==> src/rtl/checksum_accum.sv <==
// ============================================================================
// checksum_accum : streaming 16-bit ones'-complement checksum (RFC 1071 style).
// Optional macro CSUM_VERIFY_EN adds out_ok (sum == 16'hFFFF at packet end).
// Revision: 1.0
// ============================================================================
`default_nettype none

module checksum_accum #(
  parameter int LEN_W = 16
) (
  input  logic             clk,
  input  logic             rst_l,
  input  logic             in_valid,
  output logic             in_ready,
  input  logic [7:0]       in_data,
  input  logic             in_last,
  output logic             out_valid,
  input  logic             out_ready,
  output logic [15:0]      out_csum,
  output logic [LEN_W-1:0] out_len
`ifdef CSUM_VERIFY_EN
  ,
  output logic             out_ok
`endif
);

  localparam logic [1:0] S_IDLE  = 2'd0;
  localparam logic [1:0] S_ACCUM = 2'd1;
  localparam logic [1:0] S_DONE  = 2'd2;

  logic [1:0]       r_state;
  logic [1:0]       w_state_nxt;
  logic [15:0]      r_sum;
  logic [7:0]       r_hi;
  logic             r_phase;
  logic [LEN_W-1:0] r_len;
  logic [15:0]      r_csum;

  logic             w_acc;
  logic             w_out_hs;
  logic             w_do_add;
  logic [15:0]      w_word;
  logic [15:0]      w_sum_nxt;

  // End-around carry: the folded result cannot carry out a second time.
  function automatic logic [15:0] oc_add(input logic [15:0] a, input logic [15:0] b);
    logic [16:0] t;
    t = {1'b0, a} + {1'b0, b};
    return t[15:0] + {15'd0, t[16]};
  endfunction

  assign w_acc     = in_valid && in_ready;
  assign w_out_hs  = out_valid && out_ready;
  assign w_word    = r_phase ? {r_hi, in_data} : {in_data, 8'h00};
  assign w_do_add  = w_acc && (r_phase || in_last);
  assign w_sum_nxt = w_do_add ? oc_add(r_sum, w_word) : r_sum;

  always_ff @(posedge clk or negedge rst_l) begin
    if (!rst_l) r_state <= S_IDLE;
    else        r_state <= w_state_nxt;
  end

  always_comb begin
    w_state_nxt = r_state;
    case (r_state)
      S_IDLE:  if (w_acc) w_state_nxt = in_last ? S_DONE : S_ACCUM;
      S_ACCUM: if (w_acc && in_last) w_state_nxt = S_DONE;
      S_DONE:  if (out_ready) w_state_nxt = S_IDLE;
      default: w_state_nxt = S_IDLE;
    endcase
  end

  always_comb begin
    in_ready  = 1'b0;
    out_valid = 1'b0;
    case (r_state)
      S_IDLE, S_ACCUM: in_ready  = 1'b1;
      S_DONE:          out_valid = 1'b1;
      default:         ;
    endcase
  end

  always_ff @(posedge clk or negedge rst_l) begin
    if (!rst_l) begin
      r_sum   <= 16'h0000;
      r_hi    <= 8'h00;
      r_phase <= 1'b0;
      r_len   <= '0;
      r_csum  <= 16'hFFFF;
    end else if (w_out_hs) begin
      r_sum   <= 16'h0000;
      r_phase <= 1'b0;
      r_len   <= '0;
      r_csum  <= 16'hFFFF;
    end else if (w_acc) begin
      if (!r_phase) r_hi <= in_data;
      r_phase <= in_last ? 1'b0 : ~r_phase;
      r_sum   <= w_sum_nxt;
      r_csum  <= ~w_sum_nxt;
      if (!(&r_len)) r_len <= r_len + 1'b1;
    end
  end

  assign out_csum = r_csum;
  assign out_len  = r_len;

`ifdef CSUM_VERIFY_EN
  logic r_ok;

  always_ff @(posedge clk or negedge rst_l) begin
    if (!rst_l)                  r_ok <= 1'b0;
    else if (w_out_hs)           r_ok <= 1'b0;
    else if (w_acc && in_last)   r_ok <= (w_sum_nxt == 16'hFFFF);
  end

  assign out_ok = r_ok;
`endif

endmodule

`default_nettype wire

==> config.mk <==
export PLATFORM = sky130hd
export DESIGN_NAME = checksum_accum
export DESIGN_NICKNAME = d
export VERILOG_FILES = /design/src/rtl/checksum_accum.sv
export SDC_FILE = /design/constraint.sdc
export NUM_CORES = 1
export LEC_CHECK = 0
export CORE_MARGIN = 4
export CORE_UTILIZATION = 57
export DETAILED_ROUTE_END_ITERATION = 12
export PLACE_DENSITY = 0.9
export SLEW_MARGIN = 25
export SYNTH_ARGS = -nofsm -noshare
export SYNTH_HDL_FRONTEND = slang
export SYNTH_SLANG_ARGS = --single-unit
==> constraint.sdc <==
create_clock -name clk -period 4.9 [get_ports clk]
set_input_delay 0.735 -clock clk [delete_from_list [all_inputs] [get_ports clk]]
set_output_delay 0.735 -clock clk [all_outputs]
set_load 0.1 [all_outputs]
### Word level (Yosys, flattened, before mapping)

Index checks and enable logic that the tools add are counted.

* flip-flop bits (word level): 59
* input port bits: 13
* output and inout port bits: 34

* $add $sub $neg: 3
* equal/unequal tests: 6
* muxes and demuxes: 19
* bitwise logic cells: 3
* reduce and logical (&&, ||, !) cells: 12

Operators with widths (count)
* 2-to-1 mux 16 bit: 9
* adder 16 x 16 -> 17 bit: 1
* adder 16 x 1 -> 16 bit: 1
* adder 16 x 1 -> 16 bit (second input constant): 1
* inverter 16 bit: 1
* AND reduction 16 bit: 1
* 2-to-1 mux 2 bit: 4
* inequality test 2 bit (second input constant): 4
* case mux 2 bit (3 select lines): 1
* AND reduction 3 bit: 2
* 2-to-1 mux 1 bit: 5
* logical AND 1 bit: 4
* == test 2 x 1 -> 1 bit (second input constant): 1
* == test 2 bit (second input constant): 1
* logical NOT 2 bit: 1
* inverter 1 bit: 2
* AND reduction 2 bit: 1
* nonzero test 2 bit: 1
* OR reduction 2 bit: 1
* logical OR 1 bit: 1

### Longest topological paths before layout

Gate-level depths: netlist of the first run.

* word-level depth: 9
* depth in mapped cells: 21

### Worst setup path before layout of the first run

Ideal clock, no wire load.

* kind: input to register
* start: in in_data[0]
* end: reg r_csum[15], in the netlist out_csum[15]
* arrival time: 4.513 ns
* data required time: 4.839 ns
* path slack: 0.325 ns
* stages on the path: 20
* path buffers: 0
* path through: and2_1 > ha_1 > inv_1 > fa_1 > nand2b_1 > a21o_1 > a31oi_1 > o41a_1 > nand2_1 > nand2_1 > a21o_1 > ha_1 > nand2b_1 > nor4_4 > o2111ai_1 > or4b_4 > o32a_1 > nor4_1 > nand3b_1 > o211a_1

* longest elaborated chain between the ends: 7

RTL lines
* start: declaration: line 15 `input logic [7:0] in_data,`
* 2-to-1 mux 16 bit: line 54 `assign w_word = r_phase ? {r_hi, in_data} : {in_data, 8'h00};`
* adder 16 x 16 -> 17 bit: line 48 `t = {1'b0, a} + {1'b0, b};`
* adder 16 x 1 -> 16 bit: line 49 `return t[15:0] + {15'd0, t[16]};`
* 2-to-1 mux 16 bit: line 56 `assign w_sum_nxt = w_do_add ? oc_add(r_sum, w_word) : r_sum;`
* inverter 16 bit: line 99 `r_csum <= ~w_sum_nxt;`
* 2-to-1 mux 16 bit: line 95 `end else if (w_acc) begin`
* 2-to-1 mux 16 bit: line 90 `end else if (w_out_hs) begin`
* end signal: assignment: line 99
* end: declaration: line 37 `logic [15:0] r_csum;`

Every way passes these cells. The select of a mux whose other input is x is not followed.
A chain may end at the register's enable or synchronous reset.

### Worst setup path in the final report of the first run

* start: in in_data[2]
* end: reg r_csum[15], in the netlist out_csum[15]

Same word-level chain as after synthesis.

==> results by stage, run 1 <==
Synthesis:
- In the synthesized netlist the async set-or-reset flop fraction comes to 100%.
- Synthesis instantiated 66 different standard cells from the library.
- The primary flip-flop cell chosen by synthesis mapping is sky130_fd_sc_hd__dfrtp_1.
- Synthesis inferred 59 register bits.
- Of the total synthesized cell area, the portion taken by XOR and XNOR cells is 7.18%.
- The Yosys step of the flow raised 0 warnings.
- For this run, the register share of the synthesized area comes to 37.2%.
- Counting flops with a built-in enable in the synthesized netlist gives 0.
- A synthesized cell averages 9.13 um2.
- Summing the areas of all and, or, nand and nor instances in the mapped netlist gives 22.3% of the synthesized area.
- The synthesized netlist devotes 6.40% of its cell area to adder and majority cells.
- After synthesis, the largest family of logic cells by area is simple AND/OR/NAND/NOR gates.
- The complex-gate fraction of the synthesized area is 18.8%.
- After synthesis, the share of cell area in mux cells is 4.75%.
- The number of instances in the synthesized netlist is 441.
- Counting every net in the synthesized netlist gives 474.
- The area of the mapped netlist is 0.00403 mm2.

CTS:
- Counting the buffers created by CTS gives 9.
- The clock root buffer is sky130_fd_sc_hd__clkbuf_8.
- The sink count of the clock tree is 59.
- The later-pin clock latency in the skew report is 0.35 ns.
- TritonCTS built the clock tree.
- The clock tree buffer depth is 2.
- The clock-pin slew reported for the worst setup and hold paths after clock tree synthesis is 0.08 ns.
- After clock tree synthesis, the flow added hold-fix buffers numbering 0.
- The level count of the clock H-tree is 3.

Flow run:
- Max-cap violations in this run came to 0.

STA:
- The maximum operating frequency is 218 MHz.
- The final count of pins violating max slew is 0.
- Setup violations remaining at the end of the flow were counted as 0.
- At the pin with the least slew margin, the transition time is 0.997 ns.
- The worst setup skew after layout is 0.00811 ns.
- Setup repair after global routing left no endpoint under its margin.
- Hold is met by 0.476 ns.
- The final-report hold violation count was 0.
- The clock period minus worst slack is 4.60 ns.
- The part of the cycle the worst path needs is 93.8%.
- Measured against its own limit, the worst slew margin works out to 33.3%.

Die:
- Once the floorplan was initialized, standard cells occupied 58.9% of the core.
- During I/O placement, the number of pins put on the boundary was 47.
- The total area inside the core boundary comes to 0.00683 mm2.
- In this run the vertical extent of the chip is 92.0 um.
- The full die area is 0.00847 mm2.
- The die span in x is 92.0 um.
- In this run the core area contains 30 standard-cell rows.

Worst setup path:
- In this run the critical register-to-register path is launched from r_phase.
- STA classifies the critical path endpoint as a flop.
- The number of stages on the worst setup path is 19.
- The critical path arrival is 4.88 ns.
- The largest stage delay on the critical path is 0.58 ns.
- The master of the slowest instance on the critical path is sky130_fd_sc_hd__or4b_4.
- The number of buffer and inverter instances along the worst setup path is 1.
- The number of cells on the worst reg-to-reg path is 19.
- Following the worst setup path forward leads to its endpoint at out_csum[15].
- The slack of the worst reg-to-reg path is 0.32 ns.
- Data on the critical path is required at its endpoint by 5.19 ns.
- The launch point of the critical path is in_data[2].
- The worst register-to-register path ends at out_csum[15].
- The signal on the critical path passes through clkdlybuf4s50_1 -> mux2_2 -> ha_1 -> and2_4 -> o2111ai_1 -> a31oi_4 -> o41a_1 -> nand2_1 -> nand2_1 -> a21o_1 -> ha_1 -> nand2b_1 -> nor4_4 -> o2111ai_2 -> or4b_4 -> o32a_1 -> nor4_1 -> nand3b_1 -> o211a_1.
- Grouping stages by cell kind, the critical path spends the most delay in simple AND/OR/NAND/NOR gates.
- The critical path is of the primary input to flop type.
- The type of element launching the critical path is a primary input.
- The maximum fanout count along the critical path is 3.

Global routing:
- The via count of the first global-routing pass is 3667.
- The first-pass GRT wire length is 18300 um.
- Global routing used 27.4% of the available tracks.
- The initial antenna violation count is 0.
- Entering global routing, the biggest net connects 60 pins.
- Global routing finished with a remaining overflow of 0.

Finish:
- The number of nets in the final layout is 544.
- The number of inserted filler cells in the final layout is 510.
- Of the cells placed in the final design, the portion with a size suffix greater than 1 is 20.5%.
- The post-route non-filler standard cell count is 612.
- The area occupied by multi-input gates is 0.00243 mm2.
- From synthesis to final layout, the design area changed by 24.0%.
- The repair_antennas step left the layout with diodes totalling 0.
- The sequential cell area is 0.00150 mm2.

Detailed routing:
- After detailed routing, the number of vias per cell comes to 6.06.
- The first-pass detailed-route iteration total is 5.
- The violation count after the first detailed-routing iteration is 239.
- The residual antenna-violating net count after detailed routing is 0.
- The final wirelength is 11200 um.
- The via count is 3708.
- For this run, design rule violations remaining after detail routing come to 0.
- The detailed-route wire length per cell is 18.2 um.

Min path:
- The type of the most critical hold path is flop to flop.

Power and ir drop:
- For this design the static power due to leakage is 2.14 nW.
- Power comes to 3.66 mW.
- Power spread over the standard cell area amounts to 733 mW/mm2.
- IR analysis of the VDD net gives a maximum drop of 429 uV.

Outcome:
- The flow ran to the end, and the final reports show no timing, DRC or antenna violations.

Placement:
- The placed instance count is 592.
- Port buffering added 46 buffers.
- The HPWL after detailed placement is 8400 um.
- At the end of routability-driven placement, the weighted congestion stood at 0.992.
sequential cells by signal (all words and copies together), names as in the netlist:
name	flops
r_phase	1
r_hi	8
r_state	2
r_sum	16
out_len	16
out_csum	16
routing by layer:
metal / vias to the layer above / global-route usage, % / routed length, um
li1: 1729 / - / -
met1: 1819 / 36.2 / 4830
met2: 138 / 45.0 / 5400
met3: 22 / 5.58 / 675
met4: 0 / 9.41 / 265
met5: - / 0 / 0
cell families after synthesis:
family,after synthesis
fa+ha+maj,20
simple gates,178
flops,59
mux,17
buf+inv,28
compound gates,106
xor+xnor,33
power by group:
group | switching (mW) | internal (mW)
clock network | 0.237 | 0.243
registers | 0.136 | 0.694
logic | 1.52 | 0.829
total | 1.89 | 1.77
stage by stage:
| step | instance area (um2) | utilization (%) | setup slack [ns] | setup TNS (ns) |
|---|---|---|---|---|
| 2_1_floorplan | 4030 | - | 0.325 | 0 |
| 3_3_place_gp | 4710 | 69.0 | -0.108 | -0.213 |
| 3_5_place_dp | 4710 | 69.0 | -0.354 | -1.03 |
| 4_1_cts | 4930 | 72.2 | 0.0343 | 0 |
| 5_1_grt | 4990 | 73.1 | 0.0584 | 0 |
| 6_report | 4990 | 73.1 | 0.304 | 0 |
worst register-to-register path, cell delays in order, from the launching register on:
cell and delay [ns]:
sky130_fd_sc_hd__dfrtp_2 0.46, sky130_fd_sc_hd__buf_4 0.25, sky130_fd_sc_hd__mux2_2 0.37, sky130_fd_sc_hd__ha_1 0.30, sky130_fd_sc_hd__and2_4 0.15, sky130_fd_sc_hd__o2111ai_1 0.16
sky130_fd_sc_hd__a31oi_4 0.20, sky130_fd_sc_hd__o41a_1 0.17, sky130_fd_sc_hd__nand2_1 0.06, sky130_fd_sc_hd__nand2_1 0.07, sky130_fd_sc_hd__a21o_1 0.14, sky130_fd_sc_hd__ha_1 0.15
sky130_fd_sc_hd__nand2b_1 0.11, sky130_fd_sc_hd__nor4_4 0.20, sky130_fd_sc_hd__o2111ai_2 0.18, sky130_fd_sc_hd__or4b_4 0.58, sky130_fd_sc_hd__o32a_1 0.39, sky130_fd_sc_hd__nor4_1 0.24
sky130_fd_sc_hd__nand3b_1 0.18, sky130_fd_sc_hd__o211a_1 0.16
how the worst min path moves through the flow:
stage,endpoint,startpoint,slack (ns),cells after the start
global route,r_state[0],r_state[1],0.51,1
detailed placement,r_state[0],r_state[1],0.47,1
global placement,r_state[0],r_state[1],0.44,1
finish,r_state[0],r_state[1],0.48,1
floorplan,r_state[0],r_state[1],0.43,1
CTS,r_state[0],r_state[1],0.48,1
layout make-up:
| type | instances | share of cell area, % |
|---|---|---|
| Multi-Input combinational cell | 354 | 48.8 |
| Clock inverter | 7 | 1.63 |
| Clock buffer | 9 | 2.48 |
| Sequential cell | 59 | 30.0 |
| Tap cell | 96 | 2.41 |
| Inverter | 9 | 0.677 |
| Timing Repair Buffer | 78 | 14.0 |
cell usage after synthesis, types with 4 or more instances:
master,count,area [um2]
sky130_fd_sc_hd__inv_1,9,33.8
sky130_fd_sc_hd__dfstp_2,16,420
sky130_fd_sc_hd__and2_1,11,68.8
sky130_fd_sc_hd__buf_6,4,45.0
sky130_fd_sc_hd__clkbuf_1,13,48.8
sky130_fd_sc_hd__or3_1,6,37.5
sky130_fd_sc_hd__dfrtp_1,43,1080
sky130_fd_sc_hd__nor3_1,9,45.0
sky130_fd_sc_hd__and4_1,4,35.0
sky130_fd_sc_hd__ha_1,19,238
sky130_fd_sc_hd__o211ai_1,4,30.0
sky130_fd_sc_hd__xnor2_1,18,158
sky130_fd_sc_hd__and3_1,6,37.5
sky130_fd_sc_hd__mux2_2,17,191
sky130_fd_sc_hd__a211oi_1,11,82.6
sky130_fd_sc_hd__nand3_1,15,75.1
sky130_fd_sc_hd__nor2_1,49,184
sky130_fd_sc_hd__nand2b_1,4,25.0
sky130_fd_sc_hd__a21oi_1,32,160
sky130_fd_sc_hd__nand2_1,48,180
sky130_fd_sc_hd__xor2_1,15,131
sky130_fd_sc_hd__a21o_1,6,45.0
sky130_fd_sc_hd__o21ai_0,14,70.1
timing repair:
action | in CTS | in global routing
setup buffers | 0 | 4
pin swaps | 0 | 9
endpoints found under the setup margin | 2 | 5
gates resized for setup | 2 | 8
layout by cell type, fill, tap and decap left out, types with 4 or more instances in the layout:
cell type,netlist,layout
sky130_fd_sc_hd__and2_1,11,11
sky130_fd_sc_hd__clkdlybuf4s50_1,0,43
sky130_fd_sc_hd__and3_1,6,6
sky130_fd_sc_hd__nand2_1,48,47
sky130_fd_sc_hd__nor2_1,49,49
sky130_fd_sc_hd__a211oi_1,11,11
sky130_fd_sc_hd__or3_1,6,6
sky130_fd_sc_hd__o211ai_1,4,4
sky130_fd_sc_hd__clkbuf_8,0,9
sky130_fd_sc_hd__dfrtp_1,43,42
sky130_fd_sc_hd__mux2_2,17,17
sky130_fd_sc_hd__and4_1,4,4
sky130_fd_sc_hd__xor2_1,15,15
sky130_fd_sc_hd__inv_6,0,4
sky130_fd_sc_hd__a21o_1,6,6
sky130_fd_sc_hd__a21oi_1,32,31
sky130_fd_sc_hd__ha_1,19,18
sky130_fd_sc_hd__nand3_1,15,15
sky130_fd_sc_hd__xnor2_1,18,18
sky130_fd_sc_hd__dfstp_2,16,16
sky130_fd_sc_hd__nor3_1,9,8
sky130_fd_sc_hd__o21ai_0,14,14
sky130_fd_sc_hd__buf_4,0,32
sky130_fd_sc_hd__inv_1,9,9
(Power assumes the default switching activity.)
==> run 2, diff against run 1 <==
--- a/config.mk
+++ b/config.mk
@@ -6,9 +6,9 @@
 export NUM_CORES = 1
 export LEC_CHECK = 0
 export CORE_MARGIN = 4
-export CORE_UTILIZATION = 57
+export CORE_UTILIZATION = 55
 export DETAILED_ROUTE_END_ITERATION = 12
-export PLACE_DENSITY = 0.9
+export PLACE_DENSITY = 0.88
 export SLEW_MARGIN = 25
 export SYNTH_ARGS = -nofsm -noshare
 export SYNTH_HDL_FRONTEND = slang
==> constraint.sdc (replaced) <==
create_clock -name clk -period 4.4 [get_ports clk]
set_input_delay 0.66 -clock clk [delete_from_list [all_inputs] [get_ports clk]]
set_output_delay 0.66 -clock clk [all_outputs]
set_load 0.1 [all_outputs]
==> run 2 against run 1 <==
- the run now ends with negative setup slack left
- clock skew rose by 0.0048 ns
- via count rose by 16%
- sequential cell count did not move
- sequential share of layout area fell by 2.6 points
- cell area rose by 9.5%
- register-to-register slack got worse by 0.58 ns
- non-clock buffer count rose by 39
- sequential power rose by 16%
- critical path depth rose by 2
==> results by stage, run 2 (synthesized netlist as in run 1, its figures left out) <==
Global routing:
- The largest net degree at the start of global routing is 60.
- The total global routing overflow is 0.
- The initial antenna violation count is 0.
- The first-pass GRT wire length is 21300 um.
- The global-route usage over all layers is 31.7%.
- The via count of the first global-routing pass was 4125.

Worst setup path:
- The critical path class is flop to flop.
- The worst path required time is 4.68 ns.
- For this run, the slowest stage of the critical path takes 0.58 ns.
- The worst register-to-register path has a setup slack of -0.26 ns.
- The count of cells along the worst register-to-register path is 21.
- Data on the critical path arrives at its endpoint at 4.94 ns.
- The maximum fanout count along the critical path is 6.
- The number of buffer and inverter instances along the worst setup path is 3.
- On the critical path the largest part of the delay comes from compound AO/OA/AOI/OAI gates.
- The worst setup path is captured at a flop.
- The master of the slowest instance on the critical path is sky130_fd_sc_hd__or4b_4.
- The most frequent cell on the critical path is sky130_fd_sc_hd__buf_6.
- STA classifies the critical path startpoint as a flop.
- In this run the critical register-to-register path is launched from r_phase.
- The worst flop-to-flop path endpoint is r_sum[15].
- The number of stages on the worst setup path is 21.
- The signal on the critical path passes through buf_6 -> buf_6 -> and2_4 -> ha_4 -> o211ai_1 -> a21o_1 -> a31oi_2 -> o41a_1 -> nand2_1 -> nand2_1 -> a21o_1 -> ha_4 -> nand2b_4 -> nor4_4 -> o2111ai_2 -> or4b_4 -> buf_6 -> o41ai_4 -> nor4_2 -> nand3b_1 -> a21oi_2.

Die:
- 47 I/O pins were placed.
- The initial core utilization is 58.0%.
- The floorplan step defined a die boundary enclosing 0.00875 mm2.
- Measured along the y axis, the die boundary spans 93.6 um.
- The count of standard-cell rows is 30.
- The core box area is 0.00694 mm2.
- The die is 93.6 um wide.

STA:
- Derived from the worst setup path, the maximum achievable clock frequency is 215 MHz.
- The final-report hold violation count is 0.
- Of the available clock period, the critical path in the final layout requires 106%.
- The tightest slew margin relative to the limit is 33.0%.
- The routed design could run at a clock period as short as 4.66 ns.
- Setup repair after global routing could not meet its margin everywhere.
- The final setup violation count is 9.
- The worst setup skew after layout is 0.0129 ns.
- The final count of pins violating max slew is 0.
- In the post-route analysis, the smallest setup slack over all paths is -0.261 ns.
- For the pin with the worst max-slew slack, the measured transition is 1.00 ns.

Finish:
- After routing the design area is 0.00547 mm2.
- Relative to the synthesized area, the layout overhead comes to 35.7%.
- 0 antenna diodes ended up in the layout.
- The library cell used most frequently in the layout, excluding fill and tap cells, is sky130_fd_sc_hd__buf_4.
- The top cell types in the final layout, fill and taps aside, are sky130_fd_sc_hd__buf_4, sky130_fd_sc_hd__nor2_1, sky130_fd_sc_hd__nand2_1, sky130_fd_sc_hd__dfrtp_1, sky130_fd_sc_hd__clkdlybuf4s50_1.
- The post-route non-filler standard cell count is 651.
- The number of nets in the final layout is 583.
- The post-route netlist has 30.6% of its cells at a drive strength greater than 1.

CTS:
- The clock root buffer is sky130_fd_sc_hd__clkbuf_8.
- The sink count of the clock tree is 59.
- CTS built an H-tree with a depth of 3.
- TritonCTS built the clock tree.
- No sink is reached through more buffers than the 2 on the longest clock path.
- The clock-pin slew reported for the worst setup and hold paths after clock tree synthesis is 0.08 ns.
- At the later pin of the worst-skew pair, clock insertion delay measures 0.35 ns.
- The number of buffers created by CTS is 9.

Power and ir drop:
- Dividing total power by cell area gives a power density of 832 mW/mm2.
- The highest ir drop seen on vdd is 493 uV.
- The leakage power is 2.37 nW.

Placement:
- At the end of routability-driven placement, the weighted congestion stood at 1.00.
- The number of buffers inserted by port buffering is 46.
- After detailed placement, the total cell area comes to 0.00482 mm2.
- Counting tap cells, the placed design contains a total of 605 instances.
- Detailed placement ended at an HPWL of 8380 um.

Detailed routing:
- The first-pass detailed-route iteration total is 7.
- The number of vias per cell is 6.63.
- After the first detailed-routing iteration, the DRC count stood at 551.
- The routed design has 14400 um of wire.
- Once detail routing completed, the nets flagged for antenna violations numbered 0.
- The DRC violation count after routing is 0.
- The via count is 4315.
- After detailed routing, the average wire length per cell comes to 22.1 um.

Min path:
- The type of the most critical hold path is primary input to async pin.

Outcome:
- The final reports fail on negative setup slack.
- The flow ran to the end, but the final reports show violations.

Flow run:
- Max-cap violations in this run came to 0.
-- run 2: worst max-delay path by stage --
stage	start	to	slack, ns
after detailed placement	in_data[0]	r_sum[15]	-0.63
after global routing	r_phase	r_sum[15]	-0.37
after floorplan	in_data[0]	out_csum[15]	0.0005
final	r_phase	r_sum[15]	-0.26
after global placement	in_data[0]	r_sum[15]	-0.46
after CTS	r_phase	r_sum[15]	-0.03
-- run 2: layer usage --
| layer | vias to the layer above | global-route usage [%] | share of wire, % |
|---|---|---|---|
| met2 | 309 | 52.1 | 47 |
| li1 | 1806 | - | - |
| met5 | - | 0 | 0 |
| met1 | 2074 | 39.1 | 37 |
| met3 | 126 | 5.07 | 8.6 |
| met4 | 0 | 19.0 | 7.3 |
-- run 2: final cells by class --
| class | instances | area, um2 |
|---|---|---|
| clock inverters | 5 | 30.0 |
| inverters | 9 | 33.8 |
| well taps | 96 | 120 |
| multi-input cells | 354 | 2640 |
| flip-flops and latches | 59 | 1500 |
| repair buffers | 117 | 1000 |
| clock buffers | 11 | 141 |
| fillers | 417 | 1480 |
-- run 2: through the flow --
step / util, % / setup slack (ns) / hold slack, ns / power, mW / TNS [ns]
after floorplan: - / 0.000521 / 0.364 / 2.84 / 0
after global placement: 69.4 / -0.464 / 0.438 / 3.46 / -1.65
after detailed placement: 69.4 / -0.632 / 0.459 / 3.55 / -3.67
after CTS: 76.2 / -0.0291 / 0.468 / 4.21 / -0.0291
after global routing: 78.7 / -0.369 / 0.487 / 4.72 / -2.13
final: 78.7 / -0.261 / 0.439 / 4.55 / -1.12
-- run 2: power breakdown --
| part | internal (mW) | leakage, nW | total [mW] | switching (mW) |
|---|---|---|---|---|
| Combinational | 1.16 | 1.58 | 3.12 | 1.97 |
| Sequential | 0.774 | 0.709 | 0.964 | 0.191 |
| Clock | 0.217 | 0.0851 | 0.461 | 0.244 |
| Total | 2.15 | 2.37 | 4.55 | 2.40 |
-- run 2: timing repair --
| action | in CTS | in global routing |
|---|---|---|
| pin swaps | 21 | 20 |
| buffers inserted | 23 | 7 |
| hold buffers | 0 | 0 |
| hold endpoints to repair | 0 | 0 |
| gates resized for setup | 37 | 18 |
| gates cloned | 0 | 0 |
| endpoints found under the setup margin | 4 | 8 |
-- run 2: worst register-to-register path: stages, from the launching register on --
cell,delay [ns]
sky130_fd_sc_hd__dfrtp_2,0.46
sky130_fd_sc_hd__buf_6,0.16
sky130_fd_sc_hd__buf_6,0.11
sky130_fd_sc_hd__and2_4,0.14
sky130_fd_sc_hd__ha_4,0.26
sky130_fd_sc_hd__o211ai_1,0.13
sky130_fd_sc_hd__a21o_1,0.22
sky130_fd_sc_hd__a31oi_2,0.28
sky130_fd_sc_hd__o41a_1,0.21
sky130_fd_sc_hd__nand2_1,0.07
sky130_fd_sc_hd__nand2_1,0.08
sky130_fd_sc_hd__a21o_1,0.20
sky130_fd_sc_hd__ha_4,0.17
sky130_fd_sc_hd__nand2b_4,0.07
sky130_fd_sc_hd__nor4_4,0.22
sky130_fd_sc_hd__o2111ai_2,0.23
sky130_fd_sc_hd__or4b_4,0.58
sky130_fd_sc_hd__buf_6,0.14
sky130_fd_sc_hd__o41ai_4,0.41
sky130_fd_sc_hd__nor4_2,0.10
sky130_fd_sc_hd__nand3b_1,0.20
sky130_fd_sc_hd__a21oi_2,0.14
==> run 3, diff against run 2 <==
--- a/config.mk
+++ b/config.mk
@@ -9,6 +9,8 @@
 export CORE_UTILIZATION = 55
 export DETAILED_ROUTE_END_ITERATION = 12
 export PLACE_DENSITY = 0.88
+export RECOVER_POWER = 25
+export SKIP_LAST_GASP = 1
 export SLEW_MARGIN = 25
 export SYNTH_ARGS = -nofsm -noshare
 export SYNTH_HDL_FRONTEND = slang
==> run 3 against run 2 <==
- the flow finishes with violations (max-capacitance violations, max-slew violations, negative setup slack)
- count of clock-buffer cells in the layout is the same
- global-route usage is the same
- die area is the same
- cell area is essentially flat
- wire length shrank 0.14%
- critical path type unchanged
- largest cell class unchanged
- largest power group unchanged
==> results by stage, run 3 (synthesized netlist as in run 1, its figures left out) <==
Finish:
- Leaving out fill and tap cells, the most frequent cells in the layout are sky130_fd_sc_hd__buf_4, sky130_fd_sc_hd__nor2_1, sky130_fd_sc_hd__nand2_1, sky130_fd_sc_hd__dfrtp_1, sky130_fd_sc_hd__clkdlybuf4s50_1.
- The number of antenna cells inserted is 0.
- The area occupied by multi-input gates is 0.00264 mm2.
- The sequential cell area is 0.00150 mm2.
- In the final layout, the share of cells above drive strength 1 is 30.5%.
- Leaving out fill and tap cells, the most frequent cell in the layout is sky130_fd_sc_hd__buf_4.
- Compared with the post-synthesis result, the final layout area differs by 35.6%.
- In the final design database the tool counted 583 nets.
- The number of inserted filler cells in the final layout is 417.
- The share of the core filled with cells in the final layout is 78.6%.
- The final design area excluding fillers is 0.00546 mm2.

Placement:
- The post-detailed-placement half-perimeter wirelength is 8380 um.
- The placed cell area is 0.00482 mm2.
- Routability-driven placement finished with a final weighted congestion of 1.00.
- The pre-CTS setup slack is -0.632 ns.
- The number of buffers inserted by port buffering is 46.

CTS:
- The cell sitting at the root of the clock tree is a sky130_fd_sc_hd__clkbuf_8.
- Clock tree synthesis found a total of 59 sinks.
- Clock-pin slew was measured on the worst setup and hold paths at 0.08 ns.
- The H-tree generated during clock tree synthesis spans 3 levels.
- The clock tree buffer depth is 2.
- The CTS tree is yes.
- The quantity of hold-fixing buffers added after cts is 0.
- The later pin in the worst-skew pair is clocked with a latency of 0.35 ns.
- The number of buffers created by CTS is 9.

Min path:
- The worst hold path belongs to the class flop to flop.
- In this run the most critical hold path is launched from r_state[1].

STA:
- Setup repair after global routing could not meet its margin everywhere.
- For the final database, setup skew stands at 0.0136 ns.
- The smallest setup slack after layout is -0.248 ns.
- The final-report hold violation count came to 0.
- After layout, the minimum clock period comes to 4.65 ns.
- The tightest slew margin relative to the limit is -109%.
- The final count of pins violating max slew is 60.
- The summed negative setup slack over all endpoints is -1.16 ns.
- For the pin with the worst max-slew slack, the measured transition is 3.13 ns.
- Setup violations remaining at the end of the flow were counted as 10.
- After layout, the worst path uses 106% of the clock period.
- The maximum operating frequency is 215 MHz.

Worst setup path:
- The launch point of the critical path is r_phase.
- The startpoint of the worst register-to-register path is r_phase.
- Data arrives at the worst endpoint at 4.93 ns.
- STA puts the critical path data required time at 4.68 ns.
- The type of element launching the critical path is a flop.
- STA classifies the critical path endpoint as a flop.
- The setup path with the least slack is of type flop to flop.
- Of all nets on the critical path, the largest fanout is 11.

Die:
- For this design the top-level I/O count stands at 47.
- The count of standard-cell rows is 30.
- The die span in x is 93.6 um.
- Measured along the y axis, the die boundary spans 93.6 um.
- In this run the standard cell core region covers 0.00694 mm2.
- The full die area is 0.00875 mm2.
- The initial core utilization is 58.0%.

Detailed routing:
- After detailed routing, the number of vias per cell comes to 6.62.
- The first-pass detailed-route iteration total is 7.
- In the final routed layout, each cell accounts on average for 22.1 um.
- The via count is 4309.
- The DRC violation count after routing is 0.
- The violation count after the first detailed-routing iteration is 551.
- The final wirelength is 14400 um.
- The count of nets left with antenna violations once routing finished came out at 0.

Global routing:
- Summed over all layers, the global routing overflow is 0.
- The largest net degree at the start of global routing is 60.
- The initial antenna violation count is 0.
- The via count of the first global-routing pass was 4125.
- The global-route usage over all layers is 31.7%.
- The first-pass GRT wire length is 21300 um.

Power and ir drop:
- The leakage power is 2.37 nW.
- Dividing total power by cell area gives a power density of 833 mW/mm2.
- IR analysis of the VDD net gives a maximum drop of 493 uV.

Outcome:
- The checks that failed: max-capacitance violations, max-slew violations, negative setup slack.
- The flow ran to the end, but the final reports show violations.

Flow run:
- The number of max-cap violations is 1.
==> run 3: changes by cell type in the layout (fill, tap and decap cells not counted) <==
cell | previous run | this run
sky130_fd_sc_hd__clkbuf_1 | 1 | 2
sky130_fd_sc_hd__buf_4 | 65 | 64
==> run 3: critical path, cell delays in order, from the launching register on <==
cell,delay [ns]
sky130_fd_sc_hd__dfrtp_2,0.46
sky130_fd_sc_hd__buf_4,0.20
sky130_fd_sc_hd__and2_4,0.19
sky130_fd_sc_hd__ha_4,0.27
sky130_fd_sc_hd__o211ai_1,0.13
sky130_fd_sc_hd__a21o_1,0.22
sky130_fd_sc_hd__a31oi_2,0.27
sky130_fd_sc_hd__o41a_1,0.21
sky130_fd_sc_hd__nand2_1,0.07
sky130_fd_sc_hd__nand2_1,0.09
sky130_fd_sc_hd__a21o_1,0.20
sky130_fd_sc_hd__ha_4,0.17
sky130_fd_sc_hd__nand2b_4,0.07
sky130_fd_sc_hd__nor4_4,0.23
sky130_fd_sc_hd__o2111ai_2,0.21
sky130_fd_sc_hd__or4b_4,0.58
sky130_fd_sc_hd__buf_6,0.14
sky130_fd_sc_hd__o41ai_4,0.41
sky130_fd_sc_hd__nor4_2,0.09
sky130_fd_sc_hd__nand3b_1,0.20
sky130_fd_sc_hd__a21oi_2,0.14
==> run 3: stage by stage <==
stage | power [mW] | hold slack (ns) | instances
2_1_floorplan | 2.84 | 0.364 | 441
3_3_place_gp | 3.46 | 0.438 | 605
3_5_place_dp | 3.55 | 0.459 | 605
4_1_cts | 4.21 | 0.468 | 644
5_1_grt | 4.72 | 0.487 | 651
6_report | 4.55 | 0.461 | 651
==> run 3: final timing paths <==
path | cells past startpoint | slack (ns) | to
min in group asynchronous | 2 | 1.43 | r_hi[1]
hold / removal | 1 | 0.46 | r_state[0]
max in group asynchronous | 2 | 0.98 | r_phase
setup reg to reg | 20 | -0.25 | r_sum[15]
setup / recovery | 20 | -0.25 | r_sum[15]
hold reg to reg | 1 | 0.46 | r_state[0]
==> run 3: layer usage <==
metal,vias up,GRT usage [%],wire length [um]
li1,1809,-,-
met1,2050,39.1,5240
met2,316,52.1,6750
met3,134,5.07,1310
met4,0,19.0,1100
met5,-,0,0
==> run 3: where the power goes <==
part	switching (mW)	internal, mW	total (mW)	leakage [nW]
clock network	0.244	0.217	0.461	0.0851
registers	0.191	0.774	0.965	0.709
logic	1.97	1.15	3.13	1.57
==> run 3: layout make-up <==
type	count	area share, %
clock buffers	11	2.59
flip-flops and latches	59	27.4
inverters	9	0.619
clock inverters	5	0.550
repair buffers	117	18.3
multi-input cells	354	48.4
well taps	96	2.20
==> run 3: repair_timing <==
| action | CTS | global route |
|---|---|---|
| pin swaps | 21 | 20 |
| setup buffers | 23 | 7 |
| gates resized for setup | 37 | 18 |
| setup endpoints to repair | 4 | 8 |
